**src/rtl/dmem_arbiter.sv**
```systemverilog
`default_nettype none
// ============================================================================
// Module      : dmem_arbiter
// Description : Shares the single-port dmem between the processor (always wins)
//               and one secondary requester served in processor-idle cycles.
// Revision    : 1.0 - initial release
// ============================================================================
module dmem_arbiter #(
   parameter int ADDR_W       = 12,
   parameter int DATA_W       = 32,
   parameter int STARVE_LIMIT = 64,
   parameter int CNT_W        = 8
) (
   input  logic              clock,
   input  logic              reset,
   input  logic              proc_en,
   input  logic              proc_wren,
   input  logic [ADDR_W-1:0] proc_addr,
   input  logic [DATA_W-1:0] proc_wdata,
   output logic [DATA_W-1:0] proc_q,
   input  logic              sec_req,
   input  logic              sec_we,
   input  logic [ADDR_W-1:0] sec_addr,
   input  logic [DATA_W-1:0] sec_wdata,
   output logic              sec_ack,
   output logic [DATA_W-1:0] sec_rdata,
   output logic              sec_starved,
   output logic [ADDR_W-1:0] mem_addr,
   output logic [DATA_W-1:0] mem_data,
   output logic              mem_wren,
   input  logic [DATA_W-1:0] mem_q
);

   localparam logic [1:0] S_IDLE = 2'd0;
   localparam logic [1:0] S_PEND = 2'd1;
   localparam logic [1:0] S_ACK  = 2'd2;

   localparam logic [CNT_W-1:0] c_cnt_max = {CNT_W{1'b1}};
   localparam logic [CNT_W-1:0] c_cnt_one = {{(CNT_W-1){1'b0}}, 1'b1};
   localparam logic [CNT_W-1:0] c_limit   = CNT_W'(STARVE_LIMIT);

   logic [1:0]        r_state;
   logic [ADDR_W-1:0] r_addr;
   logic              r_we;
   logic [DATA_W-1:0] r_wdata;
   logic [CNT_W-1:0]  r_cnt;
   logic [DATA_W-1:0] r_rdata;
   logic              r_starved;

   logic              w_busy;
   logic              w_grant;
   logic              w_pend;
   logic [ADDR_W-1:0] w_sec_addr;
   logic              w_sec_we;
   logic [DATA_W-1:0] w_sec_wdata;
   logic [CNT_W-1:0]  w_cnt_inc;

   always_comb begin
      w_busy      = proc_en | proc_wren;
      w_pend      = (r_state == S_PEND);
      // Reset gates the grant so a dropped request never reaches dmem.
      w_grant     = ~reset & ~w_busy & (((r_state == S_IDLE) & sec_req) | w_pend);
      w_sec_addr  = w_pend ? r_addr  : sec_addr;
      w_sec_we    = w_pend ? r_we    : sec_we;
      w_sec_wdata = w_pend ? r_wdata : sec_wdata;
      w_cnt_inc   = (r_cnt == c_cnt_max) ? r_cnt : r_cnt + c_cnt_one;
      mem_addr    = w_grant ? w_sec_addr  : proc_addr;
      mem_data    = w_grant ? w_sec_wdata : proc_wdata;
      mem_wren    = w_grant ? w_sec_we    : proc_wren;
      proc_q      = mem_q;
      sec_ack     = (r_state == S_ACK);
      sec_rdata   = r_rdata;
      sec_starved = r_starved;
   end

   always_ff @(posedge clock) begin
      if (reset) begin
         r_state   <= S_IDLE;
         r_addr    <= '0;
         r_we      <= 1'b0;
         r_wdata   <= '0;
         r_cnt     <= '0;
         r_rdata   <= '0;
         r_starved <= 1'b0;
      end else begin
         case (r_state)
            S_IDLE: begin
               if (sec_req) begin
                  if (w_busy) begin
                     r_state   <= S_PEND;
                     r_addr    <= sec_addr;
                     r_we      <= sec_we;
                     r_wdata   <= sec_wdata;
                     r_cnt     <= c_cnt_one;
                     r_starved <= (c_cnt_one >= c_limit);
                  end else begin
                     r_state <= S_ACK;
                     if (!sec_we) r_rdata <= mem_q;
                  end
               end
            end
            S_PEND: begin
               if (w_busy) begin
                  r_cnt <= w_cnt_inc;
                  if (w_cnt_inc >= c_limit) r_starved <= 1'b1;
               end else begin
                  r_state   <= S_ACK;
                  r_cnt     <= '0;
                  r_starved <= 1'b0;
                  if (!r_we) r_rdata <= mem_q;
               end
            end
            S_ACK:   r_state <= S_IDLE;
            default: r_state <= S_IDLE;
         endcase
      end
   end

endmodule
`default_nettype wire

```
**config.mk**
```make
export PLATFORM = sky130hd
export DESIGN_NAME = dmem_arbiter
export DESIGN_NICKNAME = d
export VERILOG_FILES = /design/src/rtl/dmem_arbiter.sv
export SDC_FILE = /design/constraint.sdc
export NUM_CORES = 1
export LEC_CHECK = 0
export BUFFER_PORTS_ARGS = -buffer_cell sky130_fd_sc_hd__buf_2
export CAP_MARGIN = 20
export CORE_UTILIZATION = 49
export DETAILED_ROUTE_END_ITERATION = 8
export PLACE_DENSITY = 0.87
export SLEW_MARGIN = 20
export SYNTH_ARGS = -nofsm -noshare
export SYNTH_HDL_FRONTEND = slang
export SYNTH_SLANG_ARGS = --single-unit
```
**constraint.sdc**
```tcl
create_clock -name clock -period 4.53 [get_ports clock]
set_clock_uncertainty 0.1 [all_clocks]
set_input_delay 0.906 -clock clock [delete_from_list [all_inputs] [get_ports clock]]
set_output_delay 0.906 -clock clock [all_outputs]
set_load 0.02 [all_outputs]
```
## Word level (Yosys, flattened, before mapping)

Index checks and enable logic that the tools add are counted.
W data, S select, Z words.

- Add/sub/neg operators: 1
- Order comparisons: 1
- Equal/unequal tests: 10
- Multiplexer cells: 26
- Bitwise gates (word level): 7
- Reduce and logical (&&, ||, !) cells: 7

Operator list:

| cell | count |
|---|---|
| $mux W32 | 7 |
| $pmux W32 S2 | 1 |
| $mux W8 | 4 |
| $mux W12 | 2 |
| $pmux W8 S2 | 1 |
| $ne A2 B2 Y1 const B | 6 |
| $add A8 B1 Y8 const B | 1 |
| $eq A8 B8 Y1 const B | 1 |
| $ge A8 B7 Y1 const B | 1 |
| $mux W1 | 6 |
| $mux W2 | 3 |
| $reduce_and A3 Y1 | 2 |
| $reduce_and A6 Y1 | 1 |
| $pmux W2 S2 | 1 |
| $reduce_and A4 Y1 | 1 |
| $and A1 B1 Y1 | 3 |
| $ne A3 B2 Y1 const B | 1 |
| $eq A2 B1 Y1 const B | 1 |
| $eq A2 B2 Y1 const B | 1 |
| $logic_not A2 Y1 | 1 |
| $not A1 Y1 | 2 |
| $or A1 B1 Y1 | 2 |
| $pmux W1 S2 | 1 |
| $reduce_and A2 Y1 | 1 |
| $reduce_bool A2 Y1 | 1 |

- Register bits: 88
- Output and inout port bits: 111
- Logic and storage cells: 59

## Longest topological paths before layout

- Word-level depth: 6
- Depth in mapped cells: 7
- Mapped depth without buffers: 5

## Least setup slack after synthesis

OpenSTA, ideal clock, no wires.

- Path kind: input -> output
- Start point: input proc_wren
- End point: output mem_addr[0]
- Arrival: 2495 ps
- Path slack: 1029 ps
- Stages: 5
- Buffers on the path: 2
- Cell sequence: or2_2 or4_1 buf_2 clkbuf_2 o21ai_0

- Longest elaborated chain between the ends: 5

Ends and longest elaborated chain:

| item | line | text |
|---|---|---|
| from (decl) | 17 | `input logic proc_wren,` |
| $or A1 B1 Y1 | 59 | `w_busy = proc_en \| proc_wren;` |
| $not A1 Y1 | 62 | `w_grant = ~reset & ~w_busy & (((r_state == S_IDLE) & sec_req) \| w_pend);` |
| $and A1 B1 Y1 (2 in a row) | 62 |  |
| $mux W12 | 67 | `mem_addr = w_grant ? w_sec_addr : proc_addr;` |
| to (decl) | 28 | `output logic [ADDR_W-1:0] mem_addr,` |

Every way passes these cells.

## Worst setup path in the final report

- Start point: input proc_wren
- End point: output mem_addr[11]

Same word-level chain as after synthesis.

==> impl_metrics.tcl <==
set metrics [dict create \
    outcome "finished with violations" \
    violations "design-rule violations" \
    coreArea_sq_um 8810 \
    gr-total-overflow 0 \
    drv_cap 0 \
    pre_cts_ws_ns 0.677 \
    synth_common_cells "142 x nand2_1, 88 x dfxtp_1, 80 x mux2i_1" \
    required_ns 3.52 \
    wl_per_cell_um 13.1 \
    ir_drop_v 0.000181 \
    post_cts_resize_count 0 \
    cts_tree "yes" \
    ant_nets 0 \
    viasPerCell 5.16 \
    setup_tns_ns 0 \
    cp_max_fo 89 \
    ios 237 \
    min_from "r_wdata[5]" \
    cts.sinks 88 \
    area_growth_pct 26.5 \
    slowest_delay_ns 0.65 \
    fin_crit_ns 3.88 \
    synth_mux_area_frac 0.179 \
    hold_viol_final 0 \
    powerDensity_nw_per_um2 327 \
    synth_most_common_cell "nand2_1" \
    timing_worst_setup_path_type "in2out" \
    drv_slew 0 \
    startpoint_type "input port" \
    nNetsFinal 870 \
    dr.pass1.iters 7 \
    rows 34 \
    ys_seq_area_frac 0.393 \
    hold_buffers 0 \
    syn_area_sq_um 4480 \
    worstSkewPairLatency_ns 0.34 \
    syn_inst 559 \
    layoutNonFillerInstCount 856 \
    synthSimpleGateAreaFrac 0.188 \
    dieArea_sq_um 9540 \
    synth_cell_types 38 \
    grt_first_pass_wirelength_mm 18.3 \
    end_kind "output pin" \
    arrival_ns 2.87 \
    synth_top_family_by_area "simple AND/OR/NAND/NOR gates" \
    wl_mm 11.2 \
    grt_max_degree 90 \
    synth.area.top_cells "dfxtp_1 39%, mux2i_1 18%, nand2_1 12%" \
    rsz0062_at_grt "no" \
    cts_setup_buffers 0 \
    place_congestion 0.848 \
    dp.cells 840 \
    synth_top_area_frac 0.393 \
    drc 36 \
    critical_path.cell_chain "buf_2 -> or2_2 -> or4_2 -> buf_4 -> nand2_1 -> o21ai_0 -> buf_2" \
    synth_xor_area_frac 0 \
    dp.final_hpwl_mm 8.27 \
    whs_endpoint "r_wdata[5]" \
    crit_slowest_cell "or4_2" \
    period_share 0.856 \
    antenna_cells 0 \
    clk_path_buf_depth 2 \
    leakagePower_nw 2.87 \
    initial_core_util 0.509 \
    hold_path_class "reg2reg" \
    r2r-start "r_state[0]" \
    cts-root-buf "clkbuf_8" \
    setup_violations 0 \
    io_buffer_count 236 \
    hold_path_depth 2 \
    clkTransAtPathRegs_ns 0.09 \
    regToRegSetupSlack_ns 2.37 \
    worst-slew-pin-transition_ns 0.846 \
    grt_pass1_vias 4218 \
    synth_top_flop_cell "dfxtp_1" \
    setup_slack_ns 0.651 \
    yosysTopAreaCell "dfxtp_1" \
    synth.yosys.warnings 0 \
    synth_nets 686 \
    drive_gt1_frac 0.354 \
    drt_iter0_drc 168 \
    num_vias 4414 \
    rr_worst_depth 5 \
    fmax_mhz 258 \
    cts_buffers 9 \
    synth_adder_area_share 0.00279 \
    grt_usage 0.235 \
    synth-async-reset-ratio 0 \
    die_w_um 97.7 \
    cp_common_cell "buf_2" \
    slew_headroom 0.436 \
    grt_antenna_before_repair 0 \
    synth_edf_count 0 \
    ys_ff_latch 88 \
    synth_compound_area_frac 0.136 \
    die_height_um 97.7 \
    syn_area_per_cell_sq_um 8.02 \
    h-tree-depth 3 \
    r2r-end "sec_rdata[20]" \
]
[flip-flops by register name, summed over array words and instances, names as in the netlist]
name and flops:
r_cnt 8, r_we 1, sec_starved 1, sec_rdata 32, r_state 2, r_addr 12, r_wdata 32
[area by class of cell]
class / count / area [sq um]
clock buffer: 9 / 124
inverter: 4 / 15.0
multi-input combinational: 398 / 2280
fill: 720 / 3130
tap: 108 / 135
timing repair buffer: 242 / 1240
sequential: 88 / 1760
clock inverter: 7 / 120
[per-layer routing]
| layer | share of wire | up-vias | GRT usage |
|---|---|---|---|
| li1 | - | 2210 | - |
| met1 | 0.39 | 1999 | 0.245 |
| met2 | 0.53 | 185 | 0.448 |
| met3 | 0.064 | 20 | 0.0439 |
| met4 | 0.021 | 0 | 0.110 |
| met5 | 0 | - | 0 |
[logic make-up (layout without fill, tap and decap cells)]
group / count (synthesis) / count (layout)
adders and majority gates: 1 / 1
DFF: 88 / 88
AOI/OAI and AO/OA: 110 / 110
and+or+nand+nor: 207 / 207
muxes: 80 / 80
buffers and inverters: 73 / 262
[worst max-delay path, delay by kind of cell]
| family | cells | cell delay (ns) |
|---|---|---|
| simple gates | 3 | 1.17 |
| buf+inv | 3 | 0.67 |
| compound gates | 1 | 0.09 |
[where the power goes]
group	switching, mW	internal (mW)	total (mW)
combinational	0.227	0.150	0.376
sequential	0.0214	0.809	0.830
clock	0.281	0.366	0.648
[how the worst max path moves through the flow]
stage | slack [ns] | endpoint | cells after the start | from
finish | 0.65 | mem_addr[11] | 7 | proc_wren
detailed placement | 0.68 | mem_addr[11] | 7 | proc_wren
global route | 0.49 | mem_data[24] | 6 | proc_wren
CTS | 0.66 | mem_addr[11] | 7 | proc_wren
global placement | 0.71 | mem_data[14] | 7 | proc_wren
floorplan | 1.03 | mem_addr[0] | 5 | proc_wren
[per-stage QoR]
stage	cell area (sq um)	hold WS (ns)	utilization	power, mW
after floorplan	4480	0.336	-	1.10
after global placement	5430	0.341	0.616	1.21
after detailed placement	5430	0.346	0.616	1.22
after CTS	5670	0.359	0.644	1.88
after global routing	5670	0.372	0.644	1.94
final	5670	0.360	0.644	1.85
[cell usage in the layout, fill, tap and decap left out, types with 2 or more instances in the layout]
cell type   synthesis  final
a21oi_1            48     48
clkinvlp_4          0      4
or3_1               3      3
a21boi_0            3      3
o31ai_1             3      3
nor3_1              4      4
nor4_1              2      2
or4_1               3      2
buf_2              12    236
o21ai_1             4      4
dfxtp_1            88     88
nand3_1             4      4
bufinv_16           0      3
o21ai_0            43     43
inv_1               4      4
nand2_1           142    142
clkbuf_8            0      9
mux2i_1            80     80
buf_4              32      5
nor2b_1             2      2
nor2_1             39     39
nand2b_1            4      3
(Power assumes the default switching activity.)
